===== src/rtl/fetch_sequencer_if.sv =====
// Instruction-address link between the fetch sequencer and the CPU front end.
// The sequencer presents the fetch address; the CPU returns PC+4 and its stall flag.
interface fetch_sequencer_if;
  logic [31:0] Input_Addr;
  logic [31:0] Next_Addr;
  logic        PC_Write;

  modport master (
    output Input_Addr,
    input  Next_Addr,
    input  PC_Write
  );

  modport slave (
    input  Input_Addr,
    output Next_Addr,
    output PC_Write
  );
endinterface


===== src/rtl/fetch_sequencer.sv =====
// Program counter and fetch sequencer: runs the program, drains the pipeline with NOP
// fetches after the last instruction, then reports done with cycle/stall/fetch statistics.
module fetch_sequencer #(
  parameter logic [31:0] RESET_PC     = 32'd0,
  parameter logic [31:0] END_PC       = 32'd128,
  parameter int unsigned DRAIN_CYCLES = 4
) (
  input  logic                     clk,
  input  logic                     rst,
  input  logic                     start,
  fetch_sequencer_if.master        bus,
  output logic                     running,
  output logic                     done,
  output logic [31:0]              cycle_count,
  output logic [31:0]              stall_count,
  output logic [31:0]              fetch_count
);

  localparam int unsigned DrainW = (DRAIN_CYCLES < 2) ? 1 : $clog2(DRAIN_CYCLES + 1);
  localparam logic [DrainW-1:0] DrainInit = DrainW'(DRAIN_CYCLES);
  localparam logic [DrainW-1:0] DrainOne  = DrainW'(1);

  typedef enum logic [1:0] {
    StIdle,
    StRun,
    StDrain,
    StDone
  } state_e;

  // With no drain cycles configured, the last fetch goes straight to DONE.
  localparam state_e DrainEntry = (DRAIN_CYCLES == 0) ? StDone : StDrain;

  state_e            state_q, state_d;
  logic [31:0]       pc_q, pc_d;
  logic [31:0]       addr_q, addr_d;
  logic [DrainW-1:0] drain_q, drain_d;
  logic [31:0]       cycle_q, cycle_d;
  logic [31:0]       stall_q, stall_d;
  logic [31:0]       fetch_q, fetch_d;
  logic              running_q, running_d;
  logic              done_q, done_d;

  // Fetch addresses are word aligned; the low bits of PC+4 are dropped.
  logic [1:0] unused_next_addr_lsbs;
  assign unused_next_addr_lsbs = bus.Next_Addr[1:0];

  function automatic logic [31:0] sat_inc(input logic [31:0] v);
    return (v == 32'hFFFF_FFFF) ? v : v + 32'd1;
  endfunction

  always_comb begin
    state_d = state_q;
    pc_d    = pc_q;
    drain_d = drain_q;
    cycle_d = cycle_q;
    stall_d = stall_q;
    fetch_d = fetch_q;

    unique case (state_q)
      StIdle, StDone: begin
        if (start) begin
          pc_d    = RESET_PC;
          cycle_d = '0;
          stall_d = '0;
          fetch_d = '0;
          if (RESET_PC < END_PC) begin
            state_d = StRun;
          end else begin
            state_d = DrainEntry;
            drain_d = DrainInit;
          end
        end
      end

      StRun: begin
        cycle_d = sat_inc(cycle_q);
        if (bus.PC_Write) begin
          pc_d    = {bus.Next_Addr[31:2], 2'b00};
          fetch_d = sat_inc(fetch_q);
          if (bus.Next_Addr >= END_PC) begin
            state_d = DrainEntry;
            drain_d = DrainInit;
          end
        end else begin
          stall_d = sat_inc(stall_q);
        end
      end

      StDrain: begin
        cycle_d = sat_inc(cycle_q);
        if (bus.PC_Write) begin
          drain_d = drain_q - DrainOne;
          if (drain_q == DrainOne) begin
            state_d = StDone;
          end
        end else begin
          // A stalled instruction in the pipe holds the drain count.
          stall_d = sat_inc(stall_q);
        end
      end

      default: state_d = StIdle;
    endcase

    // Outputs are registered from the next state so they change only on clock edges.
    addr_d    = (state_d == StRun) ? pc_d : END_PC;
    running_d = (state_d == StRun) || (state_d == StDrain);
    done_d    = (state_d == StDone);
  end

  always_ff @(posedge clk) begin
    if (rst) begin
      state_q   <= StIdle;
      pc_q      <= RESET_PC;
      addr_q    <= END_PC;
      drain_q   <= '0;
      cycle_q   <= '0;
      stall_q   <= '0;
      fetch_q   <= '0;
      running_q <= 1'b0;
      done_q    <= 1'b0;
    end else begin
      state_q   <= state_d;
      pc_q      <= pc_d;
      addr_q    <= addr_d;
      drain_q   <= drain_d;
      cycle_q   <= cycle_d;
      stall_q   <= stall_d;
      fetch_q   <= fetch_d;
      running_q <= running_d;
      done_q    <= done_d;
    end
  end

  assign bus.Input_Addr = addr_q;
  assign running        = running_q;
  assign done           = done_q;
  assign cycle_count    = cycle_q;
  assign stall_count    = stall_q;
  assign fetch_count    = fetch_q;

endmodule


===== src/flat_wrapper.sv =====
// flat-port wrapper written by rule: the top's interface ports become plain ports
module fetch_sequencer_flat 
#(
  parameter logic [31:0] RESET_PC     = 32'd0,
  parameter logic [31:0] END_PC       = 32'd128,
  parameter int unsigned DRAIN_CYCLES = 4
)
  (clk, rst, start, running, done, cycle_count, stall_count, fetch_count, bus_Input_Addr, bus_Next_Addr, bus_PC_Write);
  fetch_sequencer_if bus_i ();
  input  logic clk;
  input  logic rst;
  input  logic start;
  output logic running;
  output logic done;
  output logic [31:0] cycle_count;
  output logic [31:0] stall_count;
  output logic [31:0] fetch_count;
  output wire logic [$bits(bus_i.Input_Addr)-1:0] bus_Input_Addr;
  input wire logic [$bits(bus_i.Next_Addr)-1:0] bus_Next_Addr;
  input wire logic [$bits(bus_i.PC_Write)-1:0] bus_PC_Write;
  assign bus_Input_Addr = bus_i.Input_Addr;
  assign bus_i.Next_Addr = bus_Next_Addr;
  assign bus_i.PC_Write = bus_PC_Write;
  fetch_sequencer #(.RESET_PC(RESET_PC), .END_PC(END_PC), .DRAIN_CYCLES(DRAIN_CYCLES)) u_core (.clk(clk), .rst(rst), .start(start), .bus(bus_i), .running(running), .done(done), .cycle_count(cycle_count), .stall_count(stall_count), .fetch_count(fetch_count));
endmodule

===== config.mk =====
export PLATFORM = sky130hd
export DESIGN_NAME = fetch_sequencer_flat
export DESIGN_NICKNAME = d
export VERILOG_FILES = /design/src/rtl/fetch_sequencer_if.sv /design/src/rtl/fetch_sequencer.sv /design/src/flat_wrapper.sv
export SDC_FILE = /design/constraint.sdc
export NUM_CORES = 1
export LEC_CHECK = 0
export ABC_AREA = 1
export CAP_MARGIN = 20
export CORE_MARGIN = 2
export CORE_UTILIZATION = 25
export CTS_CLUSTER_SIZE = 30
export DETAILED_ROUTE_END_ITERATION = 8
export GPL_TIMING_DRIVEN = 0
export PLACE_DENSITY_LB_ADDON = 0.3
export SLEW_MARGIN = 25
export SYNTH_ARGS = -nofsm -noshare
export SYNTH_HDL_FRONTEND = slang
export SYNTH_SLANG_ARGS = --single-unit

===== constraint.sdc =====
create_clock -name clk -period 4.2 [get_ports clk]
set_input_delay 0.84 -clock clk [delete_from_list [all_inputs] [get_ports clk]]
set_output_delay 0.84 -clock clk [all_outputs]
set_load 0.02 [all_outputs]

==> results of run 1 <==
==> power groups by stage <==
stage          clock (mW)  sequential [mW]  combinational [mW]
2_1_floorplan           0             1.81               0.790
3_3_place_gp            0             1.76                1.34
3_5_place_dp            0             1.76                1.34
4_1_cts              1.62             1.72                1.34
5_1_grt              1.70             1.73                1.48
6_report             1.58             1.72                1.32
==> metal layers <==
metal | share of wire [%] | global-route usage, % | wire [microns]
met1 | 47 | 21.0 | 13600
met2 | 45 | 26.4 | 13000
met3 | 5.4 | 3.77 | 1550
met4 | 1.7 | 4.95 | 498
met5 | 0.045 | 0 | 13
==> cells in the mapped netlist, drive strengths merged (4+ instances only) <==
cell type and instances:
a21o 6, dfxtp 167, nand4 29, nor3b 5
nand3b 8, and3 4, nor3 44, nand3 84
clkbuf 19, or2 6, xor2 21, o21ai 52
ha 7, xnor2 4, nor4 5, nor2 240
nand2 354, inv 169, a21oi 81, buf 23
==> registers in the layout, summed over array words and instances (netlist names) <==
signal	cells
u_core.stall_count	32
u_core.cycle_count	32
u_core.fetch_count	32
u_core.running	1
u_core.pc_q	32
u_core.state_q	2
u_core.drain_q	3
u_core.bus.Input_Addr	32
u_core.done	1
==> final timing paths <==
kind	start	to
min reg2reg	u_core.pc_q[1]$_SDFF_PP0_	u_core.pc_q[1]$_SDFF_PP0_
min	u_core.pc_q[1]$_SDFF_PP0_	u_core.pc_q[1]$_SDFF_PP0_
max reg2reg	u_core.state_q[0]$_SDFF_PP0_	u_core.fetch_count[19]$_SDFFE_PP0P_
max	rst	u_core.cycle_count[17]$_SDFFE_PP0P_
==> worst max-delay path, cell delays in order <==
cell and delay [ns]:
clkdlybuf4s50_1 0.44, clkbuf_1 0.31, nor2_1 0.53, clkbuf_1 0.56, o21ai_0 0.19, nor2_1 0.11
==> cell usage in the layout, fill, tap and decap left out, drive strengths merged, types with 2 or more instances in the layout <==
cell             n
or2              6
nand2          354
o21ai           52
buf             23
clkdlybuf4s50  163
nor2           240
and3             4
nand3           84
o21bai           2
inv            175
clkinv          11
xor2            21
dfxtp          167
nor4             5
xnor2            4
nor3b            5
nor3            44
clkbuf          36
nand4           29
ha               7
nand3b           8
a21o             6
a21oi           81
==> final cells by class <==
cell class / instances / area (sq um) / area share [%]
clock inverter: 15 / 161 / 1.41
multi-input combinational: 956 / 4460 / 38.8
clock buffer: 17 / 425 / 3.71
sequential: 167 / 3340 / 29.1
timing repair buffer: 163 / 1630 / 14.2
inverter: 171 / 643 / 5.60
buffer: 42 / 248 / 2.16
tap: 455 / 569 / 4.96
==> through the flow <==
| stage | setup WS [ns] | instance area (sq um) | hold WS, ns | instances |
|---|---|---|---|---|
| global placement | 1.09 | 10900 | 0.455 | 1954 |
| floorplan | 2.15 | 8690 | 0.443 | 1336 |
| global route | 1.34 | 11500 | 0.487 | 1986 |
| CTS | 1.50 | 11500 | 0.468 | 1986 |
| detailed placement | 1.02 | 10900 | 0.456 | 1954 |
| finish | 1.59 | 11500 | 0.465 | 1986 |
==> cells by family after synthesis <==
logic type                 count (synthesis)
buffers and inverters                    213
adders and majority gates                  7
DFF                                      167
and+or+nand+nor                          779
AOI/OAI and AO/OA                        145
xor gates and xnor gates                  25
==> impl_metrics.ini, run 1 <==
[status]
outcome = completed

[clock_network]
htree_levels = 4
cts_tree = yes
cts_made_buffers = 17
cts_root_buf = clkbuf_16
cts.sinks = 167
postCtsHoldBufs = 0
ctsResizeCount = 0
clockBufferDepth = 2
insertion_delay_ns = 0.45
postCtsSetupRepairBufs = 0
clkTransAtPathRegs_ns = 0.07

[placement]
place_congestion = 0.881
port_buffers = 163
place_hpwl_microns = 22200

[sta]
min_period_ns = 2.61
maxSlewHeadroom_pct = 52.3
fmax_mhz = 384
min_period_over_period_pct = 62.1
fin_skew_ns = 0.0154
worst-slew-pin-transition_ns = 0.715
hold_viol = 0
drv_slew = 0
setup_tns_ns = 0
rsz0062_at_grt = no
finalSetupViolations = 0

[pwr]
pwr-share-seq_pct = 37.3
switching_share_pct = 38.0
power.leakage_nw = 4.04
power_frac_comb_pct = 28.6
p_int_mw = 2.87
pwr-share-clk_pct = 34.1
power_density_nw_per_um2 = 403
design_power_total_mw = 4.62
ir_worst_vdd_mv = 0.291
p_switching_mw = 1.76

[global_routing]
antenna_found_initial = 1
track_usage_pct = 16.1
grt_pass1_wl_microns = 45900
grt_overflow_total = 0
grt_max_degree = 19
grt_pass1_vias = 8545

[setup_path]
cp-end-kind = flip-flop
rrSetupSlack_ns = 1.81
required_ns = 4.57
start_kind = input pin
cp.arrival_ns = 2.98
crit_path_max_fanout = 10
criticalPathCategory = input pin to flip-flop
reg2reg_depth = 13

[floorplan]
die-area_sq_um = 36300
io_pins = 166
die_x_microns = 190
start_util_pct = 25.3
core_sq_um = 34400
die_h_microns = 190
num_rows = 68

[synth]
synthSimpleGateAreaFrac_pct = 39.0
synth_largest_area_cell = dfxtp_1
ys_seq_elements = 167
synth_cell_types = 42
yosysWarnings = 0
seq_area_frac_synth_pct = 38.5
synth_ff_type = dfxtp_1
synthArstFlopShare_pct = 0
syn-num-nets = 1379
synth_top_family_by_area = simple AND/OR/NAND/NOR gates
synth-edff-count = 0
avgSynthCellArea_sq_um = 6.50
muxShareOfSynthArea_pct = 0
synthAdderAreaFrac_pct = 1.01
synth_compound_area_share_pct = 8.70
synth_top_area_share_pct = 38.5
syn-cell-area_sq_um = 8690
synth_cells = 1336
synthTopCellsByArea = dfxtp_1 (38%), nand2_1 (15%), nor2_1 (10%)
synthXorXnorAreaFrac_pct = 2.52

[job]
drv_cap = 0

[final_layout]
fillCellCount = 3810
fin_util_pct = 33.4
drive_above_1_share_pct = 5.81
nNetsFinal = 1561
diodes = 0
syn_to_final_growth_pct = 32.1

[detailed_routing]
dr.pass1.iters = 5
wl_microns = 28700
drcViolationCount = 0
drtIter0Drc = 418
wl_per_cell_microns = 14.4
vias_per_cell = 4.48
vias = 8906
ant_nets = 0

[min_path]
worstHoldPathType = flip-flop to flip-flop
hold_depth = 2
(Power assumes the default switching activity.)
==> run 2: changes to the inputs <==
clock period = 2.2 ns   (was 4.2 ns; I/O delays follow)
==> impl_metrics.ini, run 2 (same netlist as run 1, synthesis figures left out) <==
[final_layout]
syn_to_final_growth_pct = 33.8
final_cells = 1991
drive_above_1_share_pct = 8.33
final_cell_mix = nand2_1 (344), nor2_1 (227), clkdlybuf4s50_1 (163)
diodes = 0
layout_commonest_cell = nand2_1
nNetsFinal = 1566

[floorplan]
die-area_sq_um = 36300
core_sq_um = 34400
die_x_microns = 190
num_rows = 68
start_util_pct = 25.3
die_h_microns = 190
io_pins = 166

[setup_path]
start_kind = flip-flop
crit_buf_inv = 1
required_ns = 1.76
critPathSlowestCell = clkdlybuf4s50_1
reg2reg_to = u_core.stall_count[30]$_SDFFE_PP0P_
cp.arrival_ns = 1.68
reg2reg_depth = 14
cp-end-kind = output port
reg2reg_from = u_core.stall_count[0]$_SDFFE_PP0P_
criticalPathCategory = flip-flop to output port
crit_path_max_fanout = 7
rrSetupSlack_ns = 0.13
path_delay_family = buffers and inverters
path_cells = clkdlybuf4s50_1
cp_slowest_stage_delay_ns = 0.68

[min_path]
holdPathEnd = u_core.pc_q[1]$_SDFF_PP0_
worstHoldPathType = flip-flop to flip-flop
hold_depth = 2
hp-start = u_core.pc_q[1]$_SDFF_PP0_

[pwr]
power.leakage_nw = 4.08
pwr-share-seq_pct = 36.7
switching_share_pct = 37.7
p_int_mw = 5.60
ir_worst_vdd_mv = 0.554
power_frac_comb_pct = 29.9
pwr-share-clk_pct = 33.4
p_switching_mw = 3.39
design_power_total_mw = 8.99
power_density_nw_per_um2 = 773

[placement]
dp.cells = 1954
place_congestion = 0.881
place_hpwl_microns = 22200
port_buffers = 163

[detailed_routing]
vias_per_cell = 4.49
dr.pass1.iters = 5
ant_nets = 0
wl_met2_microns = 13100
drtIter0Drc = 482
wl_met1_microns = 13700
wl_microns = 28800
vias = 8935
drcViolationCount = 0
wl_per_cell_microns = 14.4
top_layer_used = met5
wl_met3_microns = 1480

[clock_network]
insertion_delay_ns = 0.45
clockBufferDepth = 2
cts_tree = yes
htree_levels = 4
cts_made_buffers = 17
cts_root_buf = clkbuf_16
cts.sinks = 167
clkTransAtPathRegs_ns = 0.08

[global_routing]
antenna_found_initial = 1
grt_pass1_wl_microns = 45900
track_usage_pct = 16.1
grt_pass1_vias = 8546
grt_max_degree = 19
grt_overflow_total = 0

[sta]
drv_slew = 0
setup_tns_ns = 0
fin_skew_ns = 0.0150
fmax_mhz = 471
worst-slew-pin-transition_ns = 0.715
maxSlewHeadroom_pct = 52.3
finalSetupViolations = 0
min_period_ns = 2.12
hold_viol = 0
min_period_over_period_pct = 96.4

[job]
drv_cap = 0

[status]
outcome = completed
-- run 2: cell count changes in the layout (fill, tap and decap cells not counted), sizes merged --
cell / delta
clkinv: -2
clkbuf: -2
buf: +7
inv: +2
-- run 2: worst register-to-register path, stage by stage, from the launching register on --
cell and delay, ns:
dfxtp_2 0.38, ha_2 0.21, nand2_1 0.12, nor2_4 0.18
nand2_4 0.09, inv_2 0.07, nand3_4 0.08, nor2_4 0.11
nand2_2 0.08, nand3_4 0.09, nand2_4 0.08, buf_6 0.16
buf_6 0.15, nand2_1 0.07, a21oi_1 0.05
-- run 2: timing repair --
item	in CTS	in global routing
hold buffers	0	0
setup endpoints to repair	118	155
pin swaps	0	3
resized for setup	16	41
setup buffers	0	5
-- run 2: area by class of cell --
type / instances / area (sq um)
fill: 3811 / 22700
multi-input combinational: 956 / 4510
sequential: 167 / 3360
timing repair buffer: 168 / 1670
inverter: 171 / 654
tap: 455 / 569
clock buffer: 17 / 425
buffer: 42 / 273
clock inverter: 15 / 161
-- run 2: layer usage --
metal  vias up  track usage, %
met5         -               0
met4         2            4.95
met3        27            3.77
met2       229            26.4
met1      4063            21.0
li1       4614               -
-- run 2: worst max path at each step --
stage / startpoint / endpoint / slack, ns / depth (start not counted)
2_1_floorplan: u_core.stall_count[0]$_SDFFE_PP0P_ / u_core.stall_count[18]$_SDFFE_PP0P_ / 0.25 / 14
3_3_place_gp: rst / u_core.cycle_count[17]$_SDFFE_PP0P_ / -0.51 / 6
3_5_place_dp: rst / u_core.cycle_count[17]$_SDFFE_PP0P_ / -0.58 / 6
4_1_cts: u_core.state_q[0]$_SDFF_PP0_ / u_core.fetch_count[19]$_SDFFE_PP0P_ / 0.0001 / 13
5_1_grt: u_core.stall_count[0]$_SDFFE_PP0P_ / u_core.stall_count[22]$_SDFFE_PP0P_ / -0.005 / 14
6_report: u_core.cycle_count[2]$_SDFFE_PP0P_ / cycle_count[2] / 0.08 / 1
-- run 2: power by group through the flow --
stage | clock [mW] | sequential [mW] | combinational, mW
6_report | 3.01 | 3.30 | 2.68
5_1_grt | 3.24 | 3.32 | 2.98
4_1_cts | 3.10 | 3.29 | 2.61
3_5_place_dp | 0 | 3.36 | 2.56
3_3_place_gp | 0 | 3.36 | 2.55
2_1_floorplan | 0 | 3.45 | 1.51
-- run 2: metrics by stage --
stage	instance area [sq um]	hold WS (ns)	util, %	worst slack (ns)
floorplan	8690	0.443	-	0.254
global placement	10900	0.455	31.7	-0.511
detailed placement	10900	0.456	31.7	-0.582
CTS	11500	0.468	33.5	0.000119
global route	11600	0.487	33.8	-0.00505
finish	11600	0.463	33.8	0.0787
==> run 3: changes to the inputs <==
CORE_UTILIZATION = 48   (was 25)
==> impl_metrics.ini, run 3 (same netlist as run 1, synthesis figures left out) <==
[sta]
setup_tns_ns = 0
fmax_mhz = 483
fin_skew_ns = 0.0131
worst-slew-pin-transition_ns = 0.629
min_period_ns = 2.07
maxSlewHeadroom_pct = 58.1
min_period_over_period_pct = 94.1
finalSetupViolations = 0
drv_slew = 0
worst_hold_slack_ns = 0.466
setup_ws_ns = 0.129
hold_viol = 0

[placement]
place_ws_ns = -0.369
port_buffers = 163
place_hpwl_microns = 18500
place_congestion = 1.00
dp.cells = 1728
place_area_sq_um = 10600

[pwr]
switching_share_pct = 37.3
pwr-share-clk_pct = 33.9
power.leakage_nw = 4.11
design_power_total_mw = 9.04
p_int_mw = 5.67
pwr-share-seq_pct = 36.6
power_density_nw_per_um2 = 792
p_switching_mw = 3.37
ir_worst_vdd_mv = 0.605
power_frac_comb_pct = 29.5

[floorplan]
start_util_pct = 48.7
die-area_sq_um = 19200
die_x_microns = 139
core_sq_um = 17800
io_pins = 166
num_rows = 49
die_h_microns = 139

[global_routing]
grt_max_degree = 21
track_usage_pct = 25.4
antenna_found_initial = 0
grt_pass1_vias = 8346
grt_overflow_total = 0
grt_pass1_wl_microns = 40300

[clock_network]
insertion_delay_ns = 0.43
cts_made_buffers = 17
cts_root_buf = clkbuf_16
cts_tree = yes
postCtsHoldBufs = 0
htree_levels = 4
clockBufferDepth = 2
cts.sinks = 167
clkTransAtPathRegs_ns = 0.07

[setup_path]
crit_start = u_core.stall_count[1]$_SDFFE_PP0P_
cp-end-kind = flip-flop
crit_cells = 14
required_ns = 2.50
start_kind = flip-flop
path_delay_family = simple AND/OR/NAND/NOR gates
criticalPathCategory = flip-flop to flip-flop
cp-endpoint = u_core.stall_count[30]$_SDFFE_PP0P_
crit_path_max_fanout = 10
path_cells = ha_2 -> nand2_2 -> nor2_4 -> nand2_4 -> inv_2 -> nand3_4 -> nor2_4 -> nand2_2 -> nand3_4 -> nand2_4 -> buf_6 -> buf_6 -> nand2_1 -> a21oi_1
cp.arrival_ns = 2.37
reg2reg_from = u_core.stall_count[1]$_SDFFE_PP0P_
rrSetupSlack_ns = 0.13
cp_slowest_stage_delay_ns = 0.38
crit_buf_inv = 3
reg2reg_depth = 14
critPathSlowestCell = dfxtp_4
reg2reg_to = u_core.stall_count[30]$_SDFFE_PP0P_

[detailed_routing]
top_layer_used = met4
wl_met3_microns = 1680
drcViolationCount = 0
vias_per_cell = 5.22
vias = 9227
wl_met1_microns = 10900
ant_nets = 0
drtIter0Drc = 691
dr.pass1.iters = 6
wl_met2_microns = 11600
wl_per_cell_microns = 14.0
wl_microns = 24800

[final_layout]
nNetsFinal = 1569
final_cells = 1768
finalInstanceArea_sq_um = 11400
syn_to_final_growth_pct = 31.3
diodes = 0
layout_commonest_cell = nand2_1
final_cell_mix = nand2_1 (343), nor2_1 (230), inv_1 (163), clkdlybuf4s50_1 (163), dfxtp_1 (161)
fin_util_pct = 63.9
drive_above_1_share_pct = 7.93

[job]
drv_cap = 0

[status]
outcome = completed

[min_path]
worstHoldPathType = flip-flop to flip-flop
==> run 3: timing repair <==
item                       CTS  global route
gates resized for setup      9            37
buffers inserted             0             8
pin swaps                    0             3
setup endpoints to repair   47           155
gates cloned                 1             0
==> run 3: power groups by stage <==
stage | Sequential (mW) | Combinational (mW) | Clock (mW)
floorplan | 3.45 | 1.51 | 0
global placement | 3.35 | 2.41 | 0
detailed placement | 3.35 | 2.44 | 0
CTS | 3.29 | 2.49 | 3.12
global route | 3.33 | 2.89 | 3.25
finish | 3.31 | 2.67 | 3.06
==> run 3: worst min path at each step <==
| stage | slack, ns | depth (start not counted) | to | from |
|---|---|---|---|---|
| CTS | 0.47 | 2 | u_core.bus.Input_Addr[0]$_SDFF_PP0_ | u_core.pc_q[0]$_SDFF_PP0_ |
| finish | 0.47 | 2 | u_core.bus.Input_Addr[0]$_SDFF_PP0_ | u_core.pc_q[0]$_SDFF_PP0_ |
| detailed placement | 0.46 | 2 | u_core.pc_q[0]$_SDFF_PP0_ | u_core.pc_q[0]$_SDFF_PP0_ |
| global placement | 0.45 | 2 | u_core.pc_q[0]$_SDFF_PP0_ | u_core.pc_q[0]$_SDFF_PP0_ |
| floorplan | 0.44 | 2 | u_core.pc_q[0]$_SDFF_PP0_ | u_core.pc_q[0]$_SDFF_PP0_ |
| global route | 0.48 | 2 | u_core.bus.Input_Addr[1]$_SDFF_PP0_ | u_core.pc_q[1]$_SDFF_PP0_ |
==> run 3: area by class of cell <==
type / instances / area (sq um)
timing repair buffer: 171 / 1690
fill: 1665 / 6430
multi-input combinational: 956 / 4530
tap: 229 / 287
clock buffer: 17 / 425
sequential: 167 / 3360
clock inverter: 15 / 191
inverter: 171 / 653
buffer: 41 / 265
timing repair inverter: 1 / 7.51
==> run 3: metal layers <==
metal,up-vias,track usage [%]
met5,-,0
met4,0,10.5
met3,45,4.56
met2,372,41.5
met1,4203,33.2
li1,4607,-
==> run 3: tightest hold or removal path, stage by stage, from the launching register on <==
cell     delay [ns]
dfxtp_1        0.30
nand3_1        0.09
nor2_1         0.05
